<file path="config.mk">
export PLATFORM = sky130hd
export DESIGN_NAME = mix_bus_accumulator
export DESIGN_NICKNAME = d
export VERILOG_FILES = /design/src/rtl/mix_bus_accumulator.sv
export SDC_FILE = /design/constraint.sdc
export NUM_CORES = 1
export LEC_CHECK = 0
export CAP_MARGIN = 10
export CORE_MARGIN = 1
export CORE_UTILIZATION = 40
export DETAILED_ROUTE_END_ITERATION = 8
export PLACE_DENSITY = 0.57
export SYNTH_ARGS = -nofsm -noshare
export SYNTH_HDL_FRONTEND = slang
export SYNTH_SLANG_ARGS = --single-unit
</file>
<file path="constraint.sdc">
create_clock -name clk -period 16.16 [get_ports clk]
set_clock_uncertainty 0.2 [all_clocks]
set_input_delay 2.424 -clock clk [delete_from_list [all_inputs] [get_ports clk]]
set_output_delay 2.424 -clock clk [all_outputs]
set_load 0.005 [all_outputs]
</file>
<file path="src/rtl/mix_bus_accumulator.sv">
// ---------------------------------------------------------------------------
// mix_bus_accumulator
//
// Sums saturated Q5.30 gain-multiplier products into independent mix buses.
// Products for up to NUM_BUSES buses arrive interleaved, one per beat, each
// tagged with a destination bus and first/last frame markers. When a bus's
// last term arrives, its frame total is saturated back to Q5.30 and presented
// on the registered output one cycle later, together with an overflow flag.
//
// Ports
//   clk           system clock, all state changes on the rising edge
//   reset_n       synchronous active-low reset
//   in_valid      a product beat is present this cycle (no backpressure)
//   in_data       Q5.30 product (DATA_WIDTH bits, two's complement)
//   in_bus        destination bus of the beat
//   in_first      beat starts a new frame on in_bus
//   in_last       beat ends the frame on in_bus
//   out_valid     one-cycle pulse: out_* carries a finished bus sum
//   out_bus       bus index of the finished sum
//   out_data      saturated Q5.30 frame sum
//   out_overflow  out_data was clamped
// ---------------------------------------------------------------------------
module mix_bus_accumulator #(
    parameter  int DATA_WIDTH = 36,
    parameter  int ACC_GUARD  = 4,
    parameter  int NUM_BUSES  = 8,
    localparam int BUS_W      = (NUM_BUSES > 1) ? $clog2(NUM_BUSES) : 1
) (
    input  logic                  clk,
    input  logic                  reset_n,
    input  logic                  in_valid,
    input  logic [DATA_WIDTH-1:0] in_data,
    input  logic [BUS_W-1:0]      in_bus,
    input  logic                  in_first,
    input  logic                  in_last,
    output logic                  out_valid,
    output logic [BUS_W-1:0]      out_bus,
    output logic [DATA_WIDTH-1:0] out_data,
    output logic                  out_overflow
);

    // Accumulator width: guard bits absorb growth of up to 2^ACC_GUARD terms.
    localparam int ACC_W = DATA_WIDTH + ACC_GUARD;

    // Saturate an accumulator value to DATA_WIDTH. Result is {overflow, data}.
    // The value fits when its top ACC_GUARD+1 bits are all copies of the sign.
    function automatic logic [DATA_WIDTH:0] sat_q530(input logic [ACC_W-1:0] v);
        logic [ACC_GUARD:0] top;
        logic [DATA_WIDTH:0] res;
        top = v[ACC_W-1:DATA_WIDTH-1];
        if ((top == {(ACC_GUARD+1){1'b0}}) || (top == {(ACC_GUARD+1){1'b1}})) begin
            res = {1'b0, v[DATA_WIDTH-1:0]};
        end else if (v[ACC_W-1] == 1'b0) begin
            res = {1'b1, 1'b0, {(DATA_WIDTH-1){1'b1}}};
        end else begin
            res = {1'b1, 1'b1, {(DATA_WIDTH-1){1'b0}}};
        end
        return res;
    endfunction

    // Sign-extend a product to accumulator width.
    function automatic logic [ACC_W-1:0] sext(input logic [DATA_WIDTH-1:0] d);
        return {{ACC_GUARD{d[DATA_WIDTH-1]}}, d};
    endfunction

    logic [ACC_W-1:0]      acc_q [NUM_BUSES];
    logic [ACC_W-1:0]      acc_d [NUM_BUSES];

    logic [ACC_W-1:0]      acc_sel_s;
    logic [ACC_W-1:0]      nxt_s;
    logic [DATA_WIDTH:0]   sat_s;

    logic                  out_valid_q,    out_valid_d;
    logic [BUS_W-1:0]      out_bus_q,      out_bus_d;
    logic [DATA_WIDTH-1:0] out_data_q,     out_data_d;
    logic                  out_overflow_q, out_overflow_d;

    // Running sum for this beat: a first term restarts the frame, otherwise
    // the term is added to the bus's partial sum in the same cycle, so
    // back-to-back beats on one bus need no forwarding or stall.
    always_comb begin
        acc_sel_s = acc_q[in_bus];
        if (in_first) begin
            nxt_s = sext(in_data);
        end else begin
            nxt_s = acc_sel_s + sext(in_data);
        end
        sat_s = sat_q530(nxt_s);
    end

    // Accumulator next state: only the addressed bus changes; a last beat
    // hands the sum to the output stage and clears the bus for its next frame.
    always_comb begin
        acc_d = acc_q;
        if (in_valid) begin
            if (in_last) begin
                acc_d[in_bus] = {ACC_W{1'b0}};
            end else begin
                acc_d[in_bus] = nxt_s;
            end
        end else begin
            acc_d = acc_q;
        end
    end

    // Output stage next state: pulse valid for one cycle after a last beat,
    // otherwise keep the previous bus/data/overflow.
    always_comb begin
        out_valid_d    = 1'b0;
        out_bus_d      = out_bus_q;
        out_data_d     = out_data_q;
        out_overflow_d = out_overflow_q;
        if (in_valid && in_last) begin
            out_valid_d    = 1'b1;
            out_bus_d      = in_bus;
            out_data_d     = sat_s[DATA_WIDTH-1:0];
            out_overflow_d = sat_s[DATA_WIDTH];
        end else begin
            out_valid_d    = 1'b0;
        end
    end

    // Accumulator registers with synchronous reset; reset discards partial sums.
    always_ff @(posedge clk) begin
        if (!reset_n) begin
            for (int i = 0; i < NUM_BUSES; i++) begin
                acc_q[i] <= {ACC_W{1'b0}};
            end
        end else begin
            for (int i = 0; i < NUM_BUSES; i++) begin
                acc_q[i] <= acc_d[i];
            end
        end
    end

    // Output registers with synchronous reset.
    always_ff @(posedge clk) begin
        if (!reset_n) begin
            out_valid_q    <= 1'b0;
            out_bus_q      <= {BUS_W{1'b0}};
            out_data_q     <= {DATA_WIDTH{1'b0}};
            out_overflow_q <= 1'b0;
        end else begin
            out_valid_q    <= out_valid_d;
            out_bus_q      <= out_bus_d;
            out_data_q     <= out_data_d;
            out_overflow_q <= out_overflow_d;
        end
    end

    assign out_valid    = out_valid_q;
    assign out_bus      = out_bus_q;
    assign out_data     = out_data_q;
    assign out_overflow = out_overflow_q;

endmodule

</file>
==> results of run 1 <==
worst max path at each step:
| stage | slack (ns) | to | cells after the start |
|---|---|---|---|
| after floorplan | 9.08 | out_data[13]$_SDFFE_PN0P_ | 19 |
| after global placement | 7.28 | out_data[8]$_SDFFE_PN0P_ | 15 |
| after detailed placement | 7.14 | out_data[0]$_SDFFE_PN0P_ | 15 |
| after CTS | 7.74 | out_data[0]$_SDFFE_PN0P_ | 15 |
| after global routing | 7.21 | out_data[4]$_SDFFE_PN0P_ | 17 |
| final | 7.59 | out_data[11]$_SDFFE_PN0P_ | 15 |
through the flow:
step	std cells	utilization [%]	setup slack [ns]	hold slack [ns]
2_1_floorplan	2283	-	9.08	0.235
3_5_place_dp	2807	43.5	7.14	0.248
6_report	2879	46.4	7.59	0.254
5_1_grt	2879	46.4	7.21	0.279
3_3_place_gp	2807	43.5	7.28	0.243
4_1_cts	2878	46.4	7.74	0.256
cells in the mapped netlist (all sizes together) (14+ instances only):
cell and number:
a22oi 172, o21ai 177, o21a 37, nand4 53
and2 111, o211ai 24, nand2b 16, nand3 57
clkbuf 167, a21oi 45, a21boi 177, nand2 504
nor2b 23, nor2 71, ha 39, o2bb2ai 14
o31ai 24, a21o 14, buf 20, dfxtp 361
per-layer routing:
layer	up-vias	global-route usage [%]
li1	8064	-
met5	-	0
met3	88	5.83
met1	8096	38.8
met4	2	7.04
met2	610	40.1
power by group through the flow:
stage / clock network [uW] / registers [uW] / logic [uW]
global placement: 0 / 942 / 224
finish: 904 / 923 / 230
global route: 958 / 925 / 248
detailed placement: 0 / 942 / 226
CTS: 920 / 923 / 227
floorplan: 0 / 941 / 130
placed cells by master, fill, tap and decap left out, types with 14 or more instances in the layout:
cell               n
nand2_1          496
nand3_1           57
nand2b_1          16
a21boi_0         172
buf_4             34
clkdlybuf4s50_1   82
clkbuf_16         42
a22oi_1          172
o31ai_1           22
nor2b_1           23
and2_1           110
dfxtp_1          361
nand4_1           53
o21ai_0          175
a21oi_1           45
o211ai_1          24
nor2_1            69
clkbuf_1          16
ha_1              39
o21a_1            37
o2bb2ai_1         14
a21o_1            14
state kept, by name (all words and copies together), names as in the netlist:
name,cells
acc_q,320
out_data,36
out_bus,3
out_overflow,1
out_valid,1
cell families (layout without fill, tap and decap cells):
family                   Yosys count  count (layout)
buffers and inverters            201             205
multiplexers                      11              11
AO/OA/AOI/OAI                    759             759
XOR/XNOR                          25              25
flip-flops                       361             361
AND/OR/NAND/NOR                  886             886
adder cells (fa/ha/maj)           40              40
worst min-delay path: stages (launching register included):
cell      delay [ns]
dfxtp_1         0.31
nand2_1         0.05
a21boi_1        0.05
cell type report:
class	count	area (um^2)	share of cell area (%)
Clock buffer	64	1190	5.78
Timing Repair Buffer	120	1120	5.42
Tap cell	592	741	3.59
Sequential cell	361	7230	35.0
Inverter	14	52.6	0.255
Multi-Input combinational cell	1721	10200	49.5
Clock inverter	7	83.8	0.406
==> results.toml, run 1 <==
[outcome]
outcome = "finished, final reports clean"

[route]
wl_per_cell_um = 21.8
ant_nets = 0
viasPerCell = 5.86
drt-initial-drc-count = 1743
drt-met1-wl_mm = 29.6
drc = 0
vias = 16900
wl_met2_mm = 26.6
topRoutingLayerUsed = "met5"
routed-wl-met3_mm = 5.14
drt-total-wl_mm = 62.7
dr.pass1.iters = 5

[logic_synthesis]
synthMuxAreaShare_pct = 0.696
avgSynthCellArea_um2 = 7.95
async_flop_share_pct = 0
synth_edf_count = 0
synth_compound_area_share_pct = 28.9
yosysUniqueCellTypes = 69
ys.flop_type = "dfxtp_1"
yosys_warnings = 0
yosysTopAreaCell = "dfxtp_1"
synth_area_leaders = "dfxtp_1, nand2_1, a21boi_0"
synth_top_family_by_area = "compound AO/OA/AOI/OAI gates"
synth_nets = 2367
synth.cell_area_mm2 = 0.0182
synth_xor_area_share_pct = 1.25
synthAdderAreaFrac_pct = 2.80
ys_seq_elements = 361
syn_inst = 2283
synth_seq_area_share_pct = 39.8
yosys.area_share.simple_pct = 22.4
yosys.area.top_type_share_pct = 39.8

[place]
postPlaceCellArea_mm2 = 0.0194
io_buffers = 84
gp_congestion = 0.994
place_hpwl_mm = 40.3

[sta]
setup_viol = 0
min_period_over_period_pct = 53.0
relSlewSlack_pct = 17.5
worst_pin_slew_ns = 1.23
finalSetupTns_ns = 0
hold_violations = 0
rsz0062_at_grt = "no"
post-route-min-period_ns = 8.57
drv_slew = 0
max_freq_mhz = 117

[floorplanning]
dieArea_mm2 = 0.0462
fp-row-count = 77
coreArea_mm2 = 0.0445
die_h_um = 215
ioPinCount = 85
start_util_pct = 40.8
die_x_um = 215

[clocking]
worst_skew_pair.late_latency_ns = 0.59
cts_made_buffers = 42
clockBufferDepth = 3
clkTransAtPathRegs_ns = 0.06
clock-sinks = 361
cts_setup_buffers = 0
clockRootBuffer = "clkbuf_16"
cts_max_level = 2
cts_resized = 0
cts_tree = "yes"
cts_hold_buf = 0

[setup_path]
critPathCaptureType = "flip-flop"
critPathMaxFanout = 32
path_class = "input pin to flip-flop"
crit_top_cell = "nand4_1"
r2r.worst_path.cells = 12
crit_arrival_ns = 8.78
path_cells = "clkdlybuf4s50_1 -> nor3b_2 -> buf_4 -> a22oi_1 -> nand4_1 -> ha_1 -> a211oi_1 -> nor2_1 -> o41ai_1 -> o21ai_0 -> a31o_2 -> a31oi_1 -> nand4_1 -> o21ai_1 -> o22ai_1"
critPathLaunch = "in_bus[0]"
reg2reg_slack_ns = 11.16
critPathSlowestCell = "o21ai_1"
startpoint_type = "input pin"
path_delay_family = "compound AO/OA/AOI/OAI gates"
max_stage_delay_ns = 0.93
r2r_end = "out_data[11]$_SDFFE_PN0P_"
path_buf_inv = 2
r2r_start = "acc_q[175]$_SDFFE_PN0P_"
required_ns = 16.37

[job]
maxCapViolCount = 0

[layout]
n_fill_cell = 4390
area_growth_pct = 13.7
drive_above_1_share_pct = 5.86
fin_nets = 2344
antenna_cells = 0
finish.instance_area_mm2 = 0.0206

[pwr]
power_density_mw_per_mm2 = 99.6
power.share.combinational_pct = 11.2
p_int_uw = 1510
max-vdd-ir-drop_mv = 0.0838
clock_power_share_pct = 43.9
switching_share_pct = 26.8
power_leakage_uw = 0.00709
p_total_uw = 2060
p_switching_uw = 551
pwr-share-seq_pct = 44.9

[min_path]
hold_path_startpoint = "acc_q[266]$_SDFFE_PN0P_"
holdPathEnd = "acc_q[266]$_SDFFE_PN0P_"
min_path_cells = 2
min_path_type = "flip-flop to flip-flop"

[global_route]
grt_max_degree = 253
grt.total_usage_pct = 26.8
grt_pass1_vias = 15600
antenna_found_initial = 1
grt_overflow = 0
grt_pass1_wl_mm = 96.1
Power figures use the tool's default switching activity.
==> run 2: changes to the inputs <==
PLACE_DENSITY = 0.59   (was 0.57)
clock period = 7.3 ns   (was 16.16 ns; I/O delays follow)
==> run 2 against run 1 <==
Count of clock-buffer cells in the layout up 1. Highest routed layer is now met4. Largest power group is now the clock network. Cell area up 1.6%. Critical path depth unchanged.
==> results.toml, run 2 (synthesis gave the netlist of run 1 again) <==
[outcome]
outcome = "finished, final reports clean"

[setup_path]
critPathCaptureType = "flip-flop"
crit_arrival_ns = 6.72
critPathMaxFanout = 14
path_class = "input pin to flip-flop"
required_ns = 7.51
path_buf_inv = 2
max_stage_delay_ns = 0.88
critPathSlowestCell = "clkdlybuf4s50_1"
crit_top_cell = "nand4_1"
startpoint_type = "input pin"
path_delay_family = "simple AND/OR/NAND/NOR gates"
path_cells = "clkdlybuf4s50_1 -> and3b_2 -> buf_4 -> a22oi_1 -> nand4_1 -> ha_1 -> nand4_1 -> nor3_1 -> nand4_1 -> a211o_1 -> and3_1 -> o31a_1 -> or3_1 -> o21ai_1 -> o22ai_1"

[sta]
max_freq_mhz = 154
rsz0062_at_grt = "no"
setup_viol = 0
min_period_over_period_pct = 89.2
relSlewSlack_pct = 24.8
worst_pin_slew_ns = 1.12
post-route-min-period_ns = 6.51
hold_violations = 0
drv_slew = 0
finalSetupTns_ns = 0

[clocking]
clockRootBuffer = "clkbuf_16"
cts_resized = 0
clockBufferDepth = 3
cts_max_level = 2
cts_setup_buffers = 0
clock-sinks = 361
worst_skew_pair.late_latency_ns = 0.59
cts_tree = "yes"
cts_made_buffers = 41
clkTransAtPathRegs_ns = 0.06
cts_hold_buf = 0

[route]
wl_per_cell_um = 22.6
drc = 0
drt-initial-drc-count = 1697
ant_nets = 0
dr.pass1.iters = 5
vias = 17100
viasPerCell = 5.87
drt-total-wl_mm = 65.8

[place]
place_inst = 2840
place_hpwl_mm = 43.3
postPlaceCellArea_mm2 = 0.0196
io_buffers = 84
gp_congestion = 0.922

[layout]
top_register = "acc_q"
n_fill_cell = 4387
drive_above_1_share_pct = 7.36
area_growth_pct = 15.5
final_cell_mix = "nand2_1, dfxtp_1, o21ai_0, a22oi_1, a21boi_0"
regArea_mm2 = 0.00723
fin_nets = 2375
final_common_cell = "nand2_1"
finish.instance_area_mm2 = 0.0210
multi_input_area_mm2 = 0.0102
largest_reg_flops = 320
layout.cells.non_filler = 2915

[job]
maxCapViolCount = 0

[global_route]
grt_overflow = 0
grt_pass1_wl_mm = 99.8
grt.total_usage_pct = 28.1
grt_pass1_vias = 16300
antenna_found_initial = 1
grt_max_degree = 222

[pwr]
power_leakage_uw = 0.00729
power_density_mw_per_mm2 = 221
p_total_uw = 4640
max-vdd-ir-drop_mv = 0.187

[floorplanning]
die_h_um = 215
die_x_um = 215
coreArea_mm2 = 0.0445
ioPinCount = 85
dieArea_mm2 = 0.0462
start_util_pct = 40.8
fp-row-count = 77

[min_path]
min_path_type = "flip-flop to flip-flop"
==> run 2: cell count changes in the layout (fill, tap and decap cells not counted), moves of 2 or more <==
cell / delta
clkbuf_8: +5
clkinv_2: +3
clkinv_4: -2
buf_4: +32
clkbuf_1: -3
==> run 2: area by class of cell <==
type | count | area share (%)
clock inverter | 9 | 0.579
antenna | 1 | 0.0119
multi-input combinational | 1721 | 48.8
sequential | 361 | 34.5
clock buffer | 65 | 5.85
inverter | 14 | 0.251
tap | 592 | 3.53
timing repair buffer | 152 | 6.56
==> run 2: path summary, 6_finish.rpt <==
check                                              from                  endpoint  slack [ns]  cells after the start
worst min-delay path            acc_q[306]$_SDFFE_PN0P_   acc_q[306]$_SDFFE_PN0P_        0.25                      2
worst max register to register  acc_q[303]$_SDFFE_PN0P_  out_data[8]$_SDFFE_PN0P_        2.54                     12
worst min register to register  acc_q[306]$_SDFFE_PN0P_   acc_q[306]$_SDFFE_PN0P_        0.25                      2
worst max-delay path                          in_bus[2]  out_data[8]$_SDFFE_PN0P_        0.79                     15
==> run 2: routing by layer <==
| layer | vias up | track usage, % | part of all wire, % | routed length (um) |
|---|---|---|---|---|
| met4 | 0 | 9.24 | 3.1 | 2010 |
| met2 | 674 | 44.2 | 44 | 29200 |
| met5 | - | 0 | 0 | 0 |
| met1 | 8173 | 38.2 | 44 | 29100 |
| met3 | 132 | 5.82 | 8.3 | 5480 |
| li1 | 8132 | - | - | - |
==> run 2: tightest hold or removal path, cell delays in order, from the launching register on <==
cell and delay [ns]:
dfxtp_1 0.31, nand2_1 0.05, a21boi_1 0.05
==> run 2: per-stage QoR <==
stage               utilization, %  hold WS [ns]  setup WS, ns
CTS                           47.1         0.256         0.920
floorplan                        -         0.235          1.55
global placement              44.1         0.241         0.457
detailed placement            44.1         0.248         0.302
global route                  47.1         0.282         0.552
finish                        47.1         0.254         0.791
==> run 2: report_power, final <==
part | internal, uW | switching (uW) | leakage [uW]
Sequential | 2020 | 25.0 | 0.00292
Clock | 1200 | 870 | 0.000661
Combinational | 192 | 342 | 0.00371
==> run 3: changes to the inputs <==
PLACE_DENSITY = 0.57   (was 0.59)
clock period = 7.98 ns   (was 7.3 ns; I/O delays follow)
==> run 3 against run 2 <==
Global-route usage decreased by 1.6 points. Via count down 1.6%. Sequential cell count stayed put. Total power shrank 7.3%. Sequential share of layout area is 0.17 points higher. Setup slack better by 0.55 ns. Final cell count down 0.82%. Critical endpoint is now out_data[6]$_SDFFE_PN0P_.
==> results.toml, run 3 (synthesis gave the netlist of run 1 again) <==
[layout]
finish.instance_area_mm2 = 0.0209
largest_reg_flops = 320
area_growth_pct = 14.9
n_fill_cell = 4373
fin_nets = 2352
final_cell_mix = "nand2_1, dfxtp_1, o21ai_0, a22oi_1, a21boi_0"
drive_above_1_share_pct = 6.48
top_register = "acc_q"
final_common_cell = "nand2_1"

[place]
place_hpwl_mm = 40.6
dp_slack_ns = 0.829
postPlaceCellArea_mm2 = 0.0195
gp_congestion = 1.04
io_buffers = 84

[min_path]
holdPathEnd = "acc_q[266]$_SDFFE_PN0P_"
min_path_type = "flip-flop to flip-flop"
hold_path_startpoint = "acc_q[266]$_SDFFE_PN0P_"
min_path_cells = 2

[setup_path]
crit_arrival_ns = 6.86
critPathCaptureType = "flip-flop"
max_stage_delay_ns = 0.88
critPathSlowestCell = "o21ai_1"
reg2reg_slack_ns = 3.20
path_delay_family = "compound AO/OA/AOI/OAI gates"
startpoint_type = "input pin"
critPathMaxFanout = 18
path_cells = "clkdlybuf4s50_1 -> and3b_2 -> buf_4 -> a22oi_1 -> nand4_1 -> ha_1 -> a211oi_1 -> nor2_1 -> o31ai_2 -> buf_4 -> o2111ai_1 -> a21bo_2 -> o41ai_2 -> xnor2_1 -> o21ai_1 -> o22ai_1"
path_class = "input pin to flip-flop"
r2r_start = "acc_q[287]$_SDFFE_PN0P_"
crit_top_cell = "buf_4"
r2r_end = "out_data[6]$_SDFFE_PN0P_"
required_ns = 8.20
r2r.worst_path.cells = 13
path_buf_inv = 3

[route]
ant_nets = 0
drc = 0
viasPerCell = 5.83
wl_per_cell_um = 21.7
vias = 16800
drt-total-wl_mm = 62.8
drt-initial-drc-count = 1758
dr.pass1.iters = 6

[clocking]
clock-sinks = 361
cts_tree = "yes"
cts_resized = 0
cts_max_level = 2
worst_skew_pair.late_latency_ns = 0.58
cts_made_buffers = 41
clockRootBuffer = "clkbuf_16"
cts_setup_buffers = 0
clockBufferDepth = 3
cts_hold_buf = 0
clkTransAtPathRegs_ns = 0.06

[floorplanning]
dieArea_mm2 = 0.0462
coreArea_mm2 = 0.0445
start_util_pct = 40.8
fp-row-count = 77
die_h_um = 215
die_x_um = 215
ioPinCount = 85

[pwr]
power_leakage_uw = 0.00720
p_switching_uw = 1120
switching_share_pct = 26.0
max-vdd-ir-drop_mv = 0.134
p_int_uw = 3180
pwr-share-seq_pct = 43.5
p_total_uw = 4300
power_density_mw_per_mm2 = 206
clock_power_share_pct = 45.6
power.share.combinational_pct = 10.9

[sta]
post-route-min-period_ns = 6.64
whs_ns = 0.260
rsz0062_at_grt = "no"
max_freq_mhz = 151
worst_pin_slew_ns = 1.33
fin_ws_ns = 1.34
drv_slew = 0
relSlewSlack_pct = 11.7
finalSetupTns_ns = 0
hold_violations = 0
setup_viol = 0
min_period_over_period_pct = 83.2

[global_route]
grt_max_degree = 133
antenna_found_initial = 1
grt_overflow = 0
grt.total_usage_pct = 26.5
grt_pass1_vias = 15700
grt_pass1_wl_mm = 94.8

[job]
maxCapViolCount = 0

[outcome]
outcome = "finished, final reports clean"
[run 3: changes by cell type in the layout (fill, tap and decap cells not counted), moves of 2 or more]
| cell | before | now |
|---|---|---|
| buf_12 | 2 | 5 |
| buf_4 | 66 | 40 |
| bufinv_16 | 1 | 5 |
| clkbuf_1 | 13 | 11 |
| clkbuf_8 | 12 | 7 |
[run 3: worst register-to-register path: cells and delay by family (launching register included)]
kind | cells | cell delay, ns
compound gates | 8 | 2.70
xor+xnor | 1 | 0.39
fa+ha+maj | 1 | 0.47
buf+inv | 1 | 0.18
flops | 1 | 0.31
simple gates | 2 | 0.40
[run 3: worst max-delay path by stage]
stage | from | slack [ns] | to | cells after the start
3_3_place_gp | in_bus[2] | 0.90 | out_data[34]$_SDFFE_PN0P_ | 18
5_1_grt | in_bus[2] | 1.00 | out_data[34]$_SDFFE_PN0P_ | 17
3_5_place_dp | in_bus[2] | 0.83 | out_data[34]$_SDFFE_PN0P_ | 18
6_report | in_bus[2] | 1.34 | out_data[6]$_SDFFE_PN0P_ | 16
4_1_cts | in_bus[2] | 1.41 | out_data[34]$_SDFFE_PN0P_ | 18
2_1_floorplan | in_bus[2] | 2.13 | out_data[13]$_SDFFE_PN0P_ | 19
[run 3: power groups by stage]
stage                     clock network [uW]  registers, uW  logic, uW
after floorplan                            0           1910        262
after global placement                     0           1910        458
after CTS                               1990           1870        464
after detailed placement                   0           1910        462
final                                   1960           1870        471
after global routing                    2060           1870        505
[run 3: per-layer routing]
metal | GRT usage (%) | routed length (um) | up-vias
li1 | - | - | 8062
met5 | 0 | 0 | -
met1 | 37.6 | 28900 | 8010
met3 | 4.93 | 5280 | 76
met4 | 6.95 | 1070 | 0
met2 | 41.1 | 27500 | 693
[run 3: stage by stage]
step	utilization [%]	instances
2_1_floorplan	-	2283
3_3_place_gp	43.8	2817
3_5_place_dp	43.8	2817
4_1_cts	46.9	2890
5_1_grt	46.9	2890
6_report	46.9	2891
[run 3: layout make-up]
class | instances | area (um^2) | share of cell area, %
Inverter | 14 | 52.6 | 0.252
Clock inverter | 15 | 229 | 1.10
Timing Repair Buffer | 129 | 1240 | 5.94
Antenna cell | 1 | 2.50 | 0.0120
Sequential cell | 361 | 7230 | 34.6
Multi-Input combinational cell | 1721 | 10200 | 49.0
Clock buffer | 58 | 1150 | 5.51
Tap cell | 592 | 741 | 3.55
